<file path="src/rtl/mc_main_control.sv">
// rtl/mc_main_control.sv - multicycle MIPS main control FSM with memory handshake and retire counter
module mc_main_control #(
  parameter int CNT_W = 32
) (
  input  logic             clk,
  input  logic             rst_n,
  input  logic [5:0]       op,
  input  logic             mem_ready,
  output logic             pcwrite,
  output logic             pcwritecond,
  output logic             iord,
  output logic             memread,
  output logic             memwrite,
  output logic             memtoreg,
  output logic             irwrite,
  output logic [1:0]       pcsource,
  output logic             aluop1,
  output logic             aluop0,
  output logic             alusrca,
  output logic [1:0]       alusrcb,
  output logic             regwrite,
  output logic             regdst,
  output logic [3:0]       state,
  output logic             illegal_op,
  output logic [CNT_W-1:0] instr_cnt
);

  localparam logic [3:0] S_FETCH    = 4'd0;
  localparam logic [3:0] S_DECODE   = 4'd1;
  localparam logic [3:0] S_MEMADR   = 4'd2;
  localparam logic [3:0] S_MEMRD    = 4'd3;
  localparam logic [3:0] S_MEMWB    = 4'd4;
  localparam logic [3:0] S_MEMWR    = 4'd5;
  localparam logic [3:0] S_RTYPE_EX = 4'd6;
  localparam logic [3:0] S_RTYPE_WB = 4'd7;
  localparam logic [3:0] S_BEQ_EX   = 4'd8;
  localparam logic [3:0] S_JUMP     = 4'd9;
  localparam logic [3:0] S_ADDI_EX  = 4'd10;
  localparam logic [3:0] S_ADDI_WB  = 4'd11;

  localparam logic [5:0] OP_RTYPE = 6'b000000;
  localparam logic [5:0] OP_LW    = 6'b100011;
  localparam logic [5:0] OP_SW    = 6'b101011;
  localparam logic [5:0] OP_BEQ   = 6'b000100;
  localparam logic [5:0] OP_J     = 6'b000010;
  localparam logic [5:0] OP_ADDI  = 6'b001000;

  logic [3:0]       state_q;
  logic [3:0]       state_d;
  logic             illegal_q;
  logic             illegal_d;
  logic             retire;
  logic [CNT_W-1:0] cnt_q;

  // Raw enables before the reset gate; muxes and aluop pass straight through.
  logic pcwrite_raw;
  logic pcwritecond_raw;
  logic memread_raw;
  logic memwrite_raw;
  logic irwrite_raw;
  logic regwrite_raw;

  assign state      = state_q;
  assign illegal_op = illegal_q;
  assign instr_cnt  = cnt_q;

  // Next-state decode; op only matters in DECODE and MEMADR, unused codes recover to FETCH.
  always_comb begin
    state_d   = S_FETCH;
    illegal_d = 1'b0;
    case (state_q)
      S_FETCH:    state_d = mem_ready ? S_DECODE : S_FETCH;
      S_DECODE: begin
        case (op)
          OP_RTYPE:      state_d = S_RTYPE_EX;
          OP_LW, OP_SW:  state_d = S_MEMADR;
          OP_BEQ:        state_d = S_BEQ_EX;
          OP_J:          state_d = S_JUMP;
          OP_ADDI:       state_d = S_ADDI_EX;
          default: begin
            state_d   = S_FETCH;
            illegal_d = 1'b1;
          end
        endcase
      end
      S_MEMADR:   state_d = (op == OP_LW) ? S_MEMRD : S_MEMWR;
      S_MEMRD:    state_d = mem_ready ? S_MEMWB : S_MEMRD;
      S_MEMWB:    state_d = S_FETCH;
      S_MEMWR:    state_d = mem_ready ? S_FETCH : S_MEMWR;
      S_RTYPE_EX: state_d = S_RTYPE_WB;
      S_RTYPE_WB: state_d = S_FETCH;
      S_BEQ_EX:   state_d = S_FETCH;
      S_JUMP:     state_d = S_FETCH;
      S_ADDI_EX:  state_d = S_ADDI_WB;
      S_ADDI_WB:  state_d = S_FETCH;
      default:    state_d = S_FETCH;
    endcase
  end

  // An instruction retires on the edge that leaves its final state; a stalled store waits for mem_ready.
  always_comb begin
    retire = 1'b0;
    case (state_q)
      S_MEMWB, S_RTYPE_WB, S_BEQ_EX, S_JUMP, S_ADDI_WB: retire = 1'b1;
      S_MEMWR: retire = mem_ready;
      default: retire = 1'b0;
    endcase
  end

  // State, illegal-opcode pulse and retire counter; reset abandons any in-flight access uncounted.
  always_ff @(posedge clk) begin
    if (!rst_n) begin
      state_q   <= S_FETCH;
      illegal_q <= 1'b0;
      cnt_q     <= '0;
    end else begin
      state_q   <= state_d;
      illegal_q <= illegal_d;
      if (retire) begin
        cnt_q <= cnt_q + CNT_W'(1);
      end
    end
  end

  // Datapath controls are a pure function of state (plus mem_ready in FETCH).
  always_comb begin
    pcwrite_raw     = 1'b0;
    pcwritecond_raw = 1'b0;
    memread_raw     = 1'b0;
    memwrite_raw    = 1'b0;
    irwrite_raw     = 1'b0;
    regwrite_raw    = 1'b0;
    iord            = 1'b0;
    memtoreg        = 1'b0;
    pcsource        = 2'b00;
    aluop1          = 1'b0;
    aluop0          = 1'b0;
    alusrca         = 1'b0;
    alusrcb         = 2'b00;
    regdst          = 1'b0;
    case (state_q)
      S_FETCH: begin
        memread_raw = 1'b1;
        alusrcb     = 2'b01;
        irwrite_raw = mem_ready;
        pcwrite_raw = mem_ready;
      end
      S_DECODE: begin
        alusrcb = 2'b11;
      end
      S_MEMADR: begin
        alusrca = 1'b1;
        alusrcb = 2'b10;
      end
      S_MEMRD: begin
        memread_raw = 1'b1;
        iord        = 1'b1;
      end
      S_MEMWB: begin
        regwrite_raw = 1'b1;
        memtoreg     = 1'b1;
      end
      S_MEMWR: begin
        memwrite_raw = 1'b1;
        iord         = 1'b1;
      end
      S_RTYPE_EX: begin
        alusrca = 1'b1;
        aluop1  = 1'b1;
      end
      S_RTYPE_WB: begin
        regwrite_raw = 1'b1;
        regdst       = 1'b1;
      end
      S_BEQ_EX: begin
        alusrca         = 1'b1;
        aluop0          = 1'b1;
        pcwritecond_raw = 1'b1;
        pcsource        = 2'b01;
      end
      S_JUMP: begin
        pcwrite_raw = 1'b1;
        pcsource    = 2'b10;
      end
      S_ADDI_EX: begin
        alusrca = 1'b1;
        alusrcb = 2'b10;
      end
      S_ADDI_WB: begin
        regwrite_raw = 1'b1;
      end
      default: begin
        pcwrite_raw = 1'b0;
      end
    endcase
  end

  // Reset suppresses every write/request enable immediately, even mid-access.
  always_comb begin
    pcwrite     = pcwrite_raw     & rst_n;
    pcwritecond = pcwritecond_raw & rst_n;
    memread     = memread_raw     & rst_n;
    memwrite    = memwrite_raw    & rst_n;
    irwrite     = irwrite_raw     & rst_n;
    regwrite    = regwrite_raw    & rst_n;
  end

endmodule

</file>
<file path="config.mk">
export PLATFORM = sky130hd
export DESIGN_NAME = mc_main_control
export DESIGN_NICKNAME = d
export VERILOG_FILES = /design/src/rtl/mc_main_control.sv
export SDC_FILE = /design/constraint.sdc
export NUM_CORES = 1
export LEC_CHECK = 0
export ABC_AREA = 1
export BUFFER_PORTS_ARGS = -buffer_cell sky130_fd_sc_hd__buf_2
export CAP_MARGIN = 20
export CORE_UTILIZATION = 50
export CTS_CLUSTER_DIAMETER = 120
export CTS_CLUSTER_SIZE = 10
export DETAILED_ROUTE_END_ITERATION = 10
export PLACE_DENSITY = 0.73
export SYNTH_ARGS = -nofsm -noshare
export SYNTH_HDL_FRONTEND = slang
export SYNTH_SLANG_ARGS = --single-unit
</file>
<file path="constraint.sdc">
create_clock -name clk -period 1.75 [get_ports clk]
set_clock_uncertainty 0.2 [all_clocks]
set_input_delay 0.525 -clock clk [delete_from_list [all_inputs] [get_ports clk]]
set_output_delay 0.525 -clock clk [all_outputs]
set_load 0.03 [all_outputs]
</file>
---- Yosys cells after proc, flatten, opt, wreduce, memory -nomap -nowiden ----
Index checks and enable logic that the tools add are counted.
word-level totals
  bits in registers ....................... 37
  bits in latches ......................... 0
  bits in writable memories ............... 0
  ROM bits ................................ 0
  input port bits ......................... 9
  output and inout bits ................... 53
  logic and storage cells ................. 58
  memories ................................ 0
operators by class
  add/subtract/negate cells ............... 1
  multipliers ............................. 0
  divide/modulo/power cells ............... 0
  order comparisons ....................... 0
  eq/ne operators ......................... 16
  shifts and indexed selects .............. 0
  muxes and demuxes ....................... 21
  bitwise logic cells ..................... 6
  reduce and logical (&&, ||, !) cells .... 11
operators with widths
  operator               count
  $add 32x1->32 const B  1
  $pmux 4 s7             1
  $pmux 4 s5             1
  $eq 4x3->1 const B     4
  $eq 4x4->1 const B     4
  $eq 6x6->1 const B     2
  $mux 1                 12
  $mux 3                 3
  $eq 4x2->1 const B     2
  $reduce_or 2->1        4
  $and 1x1->1            6
  $eq 6x2->1 const B     1
  $eq 6x3->1 const B     1
  $eq 6x4->1 const B     1
  $logic_not 6->1        1
  $pmux 2 s3             1
  $reduce_or 6->1        1
  $reduce_or 5->1        1
  $eq 4x1->1 const B     1
  $logic_not 4->1        1
  $pmux 1 s2             2
  $pmux 2 s2             1
  $reduce_or 4->1        1
  $reduce_or 3->1        1
  $reduce_and 2->1       1

---- Longest topological paths before layout ----
Gate-level depths: netlist of the first run.
  depth after elaboration ................. 4
  gate-level depth with buffers ........... 12
  gate-level depth less buffers ........... 11

---- Least setup slack after synthesis of the first run ----
Ideal clock, no wire load.
  kind .................................... register -> output
  start point ............................. register state_q[3], in the netlist state[3]
  end point ............................... output pcwritecond
  arrival time ............................ 1763 ps
  required time ........................... 1025 ps
  setup slack ............................. -738 ps
  cell stages (with the launch flop) ...... 5
  path buffers ............................ 0
  cell sequence ........................... dfxtp_1 > nand2_1 > nor2_1 > inv_1 > nor2_1
between the ends
  cells in the longest elaborated chain, start to end .. 3
ends and longest elaborated chain
  what                      line  RTL
  start: declaration        48    logic [3:0] state_q;
  start signal: assignment  117   state_q <= state_d;
  $eq 4x4->1                --
  $mux 1                    --
  via aluop0                18    output logic aluop0,
  $and 1x1->1               201   pcwritecond = pcwritecond_raw & rst_n;
  end: declaration          10    output logic pcwritecond,
The timed path passes the listed nets, and every way through them passes these cells.

---- Worst setup path after layout of the first run ----
  start point ............................. register state_q[1], in the netlist state[1]
  end point ............................... output pcwrite
between the ends
  cells in the longest elaborated chain, start to end .. 3
  elaborated cells between the ends (all ways) .. 4
  those cells by class .................... 1 x eq/ne; 1 x mux; 1 x bitwise; 1 x reduce/logical
ends and longest elaborated chain
  what                                                  line  RTL
  $eq 4x4->1 / $logic_not 4->1 (equally long branches)  141   case (state_q)
  $pmux 1 s2 *                                          141
  $and 1x1->1 *                                         200   pcwrite = pcwrite_raw & rst_n;
  end: declaration                                      9     output logic pcwrite,
Mark *: on every way between the ends. The rest lies on a longest branch, timed or not.

==> metrics.txt, run 1 <==
Detail Route Antenna Nets=0; Tcrit/Tclk final=121%; Startpoint Class=flop; worst-path cell chain=inv_6 > nand2_8 > nor2_4 > nand2_4 > o21ai_4 > buf_6; Global Route Usage Sum=30.6%; violated checks=negative setup slack; critical path's top delay family=flip-flops; fraction of layout cells with a size suffix above 1=39.8%; Mapped Nets=421; mapped cell area=2440 µm²; Total Die Area=5170 µm²; DR pass1 iterations=5; dpl hpwl=5.07 mm; Post-Synthesis Cells=411; die height=71.9 µm; ant diodes=0; Setup TNS=-10830 ps; Hold Path Class=flop to flop; Setup CP Type=flop to primary output; antenna violations before repair=0; Main synth FF type=dfxtp_1; vias=3160; sequential fraction of the synthesis area=30.3%; Hold Path Depth=1; Worst Max-Slew Pin Slew=386 ps; max-slew violation count=0; Hold-fix buffers, CTS=0; Synth top cells by count=96 x nand2_1, 89 x nor2_1, 52 x inv_1, 42 x nand3_1, 37 x dfxtp_1; FF+latch count, synth=37; final hold violations=0; status=finished, violations left; clock slew at reported path FFs=80 ps; Worst Path Max Fanout=4; fin crit period=2120 ps; crit path to=pcwrite; Num CTS Buffers=5; internal reg-to-reg setup slack=-300 ps; arrival time at the worst endpoint=1400 ps; critical path startpoint=state[1]$_SDFF_PN0_; # DRC=0; row count=25; Core Region=4720 µm²; Layout area overhead=54.5%; worst vdd rail ir drop=312 µV; PwrDens=474 nW/µm²; max incr delay on CP=390 ps; drt via density=5.37; Avg Cell Area, Syn=5.95 µm²; leakage power=0.00176 µW; CP required=1020 ps; drt wl/cell=14.3 µm; number of port buffers=61; Clock Tree Buf Depth=2; cell with the largest stage delay on the worst path=dfxtp_4; Yosys top cell by area=dfxtp_1; final setup vio count=49; largest net degree at the start of global routing=26; Initial Utilization=51.8%; Ys Warns=0; Fmax achieved=471 MHz; vias in the first global route=2853; Synth cell types=31; fin cells=589; FF-to-FF End=instr_cnt[15]$_SDFFE_PN0P_; normalized max-slew margin=74.2%; most common cell in the netlist=nand2_1; DIE WIDTH=71.9 µm; number of max-cap violations=0; setup slack after layout=-374 ps; nets@finish=531; total grt overflow=0; clk sinks=37; DRT iter0 DRCs=238; Area contributors post-synth=dfxtp_1 30%, nand2_1 15%, nor2_1 14%; H-tree depth=2; cell count of the worst reg-to-reg path=15; GP Congestion=0.889; Clock Tree Root=clkbuf_8; Crit. End Element=primary output; clock tree from TritonCTS=done; Pwr Total=1790 µW; unrepaired setup endpoints after global routing=yes; num ports=62; drt total wl=8.43 mm; WP buf/inv=2; CP Depth=6; first-pass GRT wire length=12.5 mm; post-synth top area share=30.3%; Post-synth ARST share=0%; Worst R2R Start=state[0]$_SDFF_PN0_; post-placement cell count=565; Worst-Skew Late Latency=310 ps; EDFF count, synth=0
-- worst min path at each step --
stage / start / to / slack [ps]
after floorplan: instr_cnt[0]$_SDFFE_PN0P_ / instr_cnt[0]$_SDFFE_PN0P_ / 330
after global placement: instr_cnt[0]$_SDFFE_PN0P_ / instr_cnt[0]$_SDFFE_PN0P_ / 240
after detailed placement: instr_cnt[0]$_SDFFE_PN0P_ / instr_cnt[0]$_SDFFE_PN0P_ / 250
after CTS: instr_cnt[0]$_SDFFE_PN0P_ / instr_cnt[0]$_SDFFE_PN0P_ / 260
after global routing: instr_cnt[0]$_SDFFE_PN0P_ / instr_cnt[0]$_SDFFE_PN0P_ / 300
final: instr_cnt[0]$_SDFFE_PN0P_ / instr_cnt[0]$_SDFFE_PN0P_ / 260
-- flip-flops by register name, indices dropped and copies added (netlist names) --
| signal | count |
|---|---|
| state | 4 |
| illegal_op | 1 |
| instr_cnt | 32 |
-- through the flow --
step	util, %	hold WS, ps	area (µm²)	setup WS [ps]
floorplan	-	326	2590	-67.9
global placement	67.7	245	3200	-129
detailed placement	67.7	246	3200	-139
CTS	76.2	258	3600	-296
global route	79.9	299	3780	-407
finish	79.9	262	3780	-374
-- routing by layer --
| layer | track usage [%] | vias to the layer above | share of wire [%] |
|---|---|---|---|
| met5 | 0 | - | 0 |
| met1 | 35.4 | 1457 | 40 |
| met2 | 55.6 | 148 | 50 |
| met3 | 5.14 | 37 | 5.4 |
| met4 | 13.5 | 0 | 4.0 |
| li1 | - | 1518 | - |
-- cell usage in the layout (no fill, tap or decap), types with 4 or more instances in the layout --
cell type / synthesis / routed
nand2_1: 96 / 85
nor2_1: 89 / 73
inv_1: 52 / 46
buf_2: 2 / 42
buf_4: 2 / 42
nand3_1: 42 / 34
dfxtp_1: 37 / 23
buf_6: 3 / 21
nor2_4: 4 / 18
a21oi_1: 18 / 14
nand4_1: 12 / 12
nand2_2: 6 / 11
inv_2: 8 / 10
nor3_1: 12 / 10
dfxtp_2: 0 / 9
nand3_2: 1 / 8
nand2_4: 2 / 6
clkbuf_8: 0 / 6
nor2_2: 3 / 5
dfxtp_4: 0 / 5
a21oi_2: 0 / 4
clkbuf_4: 0 / 4
-- report_power, final --
| part | internal (µW) | switching [µW] |
|---|---|---|
| logic | 84.9 | 120 |
| registers | 838 | 5.49 |
| clock network | 408 | 336 |
-- what timing repair did --
item                       in CTS  in global routing
buffers inserted                7                  6
resized for setup              53                 37
cloned                          3                  0
setup endpoints to repair      27                 51
pin swaps                       6                 14
-- layout make-up --
type	count	area (µm²)
clock buffers	8	111
fillers	320	947
inverters	61	244
multi-input cells	302	1660
flip-flops and latches	37	771
well taps	67	83.8
repair buffers	114	907
-- cells by family (layout without fill, tap and decap cells) --
group / Yosys count / count (layout) / share of synthesized area (%)
simple gates: 271 / 271 / 49.6
buf+inv: 72 / 183 / 12.8
flops: 37 / 37 / 30.3
compound gates: 28 / 28 / 5.99
xor+xnor: 2 / 2 / 0.717
fa+ha+maj: 1 / 1 / 0.512
Power figures use the tool's default switching activity.
==> run 2: changes to the inputs <==
--- a/config.mk
+++ b/config.mk
@@ -13,6 +13,7 @@
 export CTS_CLUSTER_SIZE = 10
 export DETAILED_ROUTE_END_ITERATION = 10
 export PLACE_DENSITY = 0.73
+export SLEW_MARGIN = 25
 export SYNTH_ARGS = -nofsm -noshare
 export SYNTH_HDL_FRONTEND = slang
 export SYNTH_SLANG_ARGS = --single-unit
==> constraint.sdc (replaced) <==
create_clock -name clk -period 1.75 [get_ports clk]
set_clock_uncertainty 0.2 [all_clocks]
set_input_delay 0.525 -clock clk [delete_from_list [all_inputs] [get_ports clk]]
set_output_delay 0.525 -clock clk [all_outputs]
set_load 0.02 [all_outputs]
==> run 2 against run 1 <==
  * The run still ends with negative setup slack left
  * Sequential power about the same
  * Die area unchanged
  * Critical path type unchanged
  * Final area down 3.2%
  * Critical endpoint is now regwrite
==> metrics.txt, run 2 (same netlist as run 1, synthesis figures left out) <==
Total Die Area=5170 µm²; DRT iter0 DRCs=176; Setup TNS=-5030 ps; Hold-fix buffers, CTS=0; commonest cells after routing, fill and taps aside=84 x nand2_1, 68 x nor2_1, 45 x inv_1, 45 x buf_2; DR pass1 iterations=5; Global Route Usage Sum=29.2%; clock tree from TritonCTS=done; cell count of the worst reg-to-reg path=11; Worst Path Max Fanout=4; drt via density=5.22; switching portion of total power=25.1%; clock slew at reported path FFs=80 ps; Worst R2R Start=state[0]$_SDFF_PN0_; Worst-Skew Late Latency=300 ps; share of power burned in registers=47.7%; number of port buffers=61; normalized max-slew margin=77.6%; first-pass GRT wire length=12.0 mm; Initial Utilization=51.8%; worst-path cell chain=inv_2 > nand2_4 > nand2_2 > nand2_2 > nand2_2 > inv_4 > nor2_4 > buf_6; dpl hpwl=5.17 mm; CP required=1020 ps; drt wl/cell=13.6 µm; drt total wl=7.94 mm; Startpoint Class=flop; fin crit period=2100 ps; cell with the largest stage delay on the worst path=dfxtp_4; DIE WIDTH=71.9 µm; Num CTS Buffers=5; WHS Endpoint=instr_cnt[31]$_SDFFE_PN0P_; ant diodes=0; internal reg-to-reg setup slack=-140 ps; arrival time at the worst endpoint=1370 ps; hold path start=instr_cnt[31]$_SDFFE_PN0P_; antenna violations before repair=0; total grt overflow=0; H-tree depth=2; Crit. End Element=primary output; Clock Tree Buf Depth=2; final setup vio count=33; Sw Pwr=445 µW; number of max-cap violations=0; Setup CP Type=flop to primary output; Detail Route Antenna Nets=0; max-slew violation count=0; # DRC=0; Hold Path Depth=2; Internal=1330 µW; fraction of layout cells with a size suffix above 1=37.5%; Comb pwr share=10.4%; die height=71.9 µm; CP most frequent cell=nand2_2; status=finished, violations left; final hold violations=0; row count=25; worst vdd rail ir drop=341 µV; Worst Max-Slew Pin Slew=333 ps; pre-CTS WS=-115 ps; Tcrit/Tclk final=120%; Hold Path Class=flop to flop; num ports=62; largest net degree at the start of global routing=21; setup slack after layout=-346 ps; GP Congestion=0.923; unrepaired setup endpoints after global routing=yes; commonest non-fill, non-tap cell in the layout=nand2_1; Clock Tree Root=clkbuf_8; nets@finish=526; clk sinks=37; Fmax achieved=477 MHz; Layout area overhead=49.4%; Pwr Total=1770 µW; vias in the first global route=2758; PwrDens=484 nW/µm²; violated checks=negative setup slack; Largest register FFs=32; Core Region=4720 µm²; FF-to-FF End=instr_cnt[13]$_SDFFE_PN0P_; vias=3049; clock network power share=41.8%; max incr delay on CP=370 ps; leakage power=0.00172 µW
## run 2: power by group through the flow
stage	registers, µW	clock network, µW	logic (µW)
final	845	740	184
after global routing	845	777	199
after CTS	844	739	174
after detailed placement	866	0	150
after global placement	866	0	148
after floorplan	871	0	85.5
## run 2: cell type report
type / count / area (µm²)
Tap cell: 67 / 83.8
Clock buffer: 8 / 111
Sequential cell: 37 / 761
Multi-Input combinational cell: 302 / 1630
Timing Repair Buffer: 109 / 822
Inverter: 61 / 241
Fill cell: 342 / 1070
## run 2: worst max path at each step
stage                              startpoint        to  slack (ps)  depth (start not counted)
after global routing      state[2]$_SDFF_PN0_  regwrite        -380                          8
after CTS                 state[2]$_SDFF_PN0_   pcwrite        -300                          6
after floorplan           state[1]$_SDFF_PN0_   alusrca          -1                          6
after global placement                  rst_n   pcwrite        -100                          5
after detailed placement                rst_n   pcwrite        -110                          5
final                     state[2]$_SDFF_PN0_  regwrite        -350                          8
## run 2: through the flow
stage	cell area, µm²	hold slack, ps	instances	util (%)
floorplan	2550	351	411	-
global placement	3150	285	565	66.8
detailed placement	3150	300	565	66.8
CTS	3510	320	577	74.3
global route	3650	346	584	77.4
finish	3650	317	584	77.4
## run 2: worst max-delay path, delay by kind of cell (launching register included)
kind | cells | cell delay, ps
flops | 1 | 370
simple gates | 5 | 430
buf+inv | 3 | 250
## run 2: layer usage
metal / up-vias / part of all wire (%) / track usage (%)
met1: 1397 / 41 / 34.9
met3: 25 / 7.1 / 6.81
met5: - / 0 / 0
li1: 1496 / - / -
met4: 0 / 3.2 / 12.9
met2: 131 / 49 / 50.2
## run 2: repair_timing
action                     CTS  global route
gates resized for setup     71            25
buffers inserted             4             7
setup endpoints to repair   24            49
pin swaps                   11             9
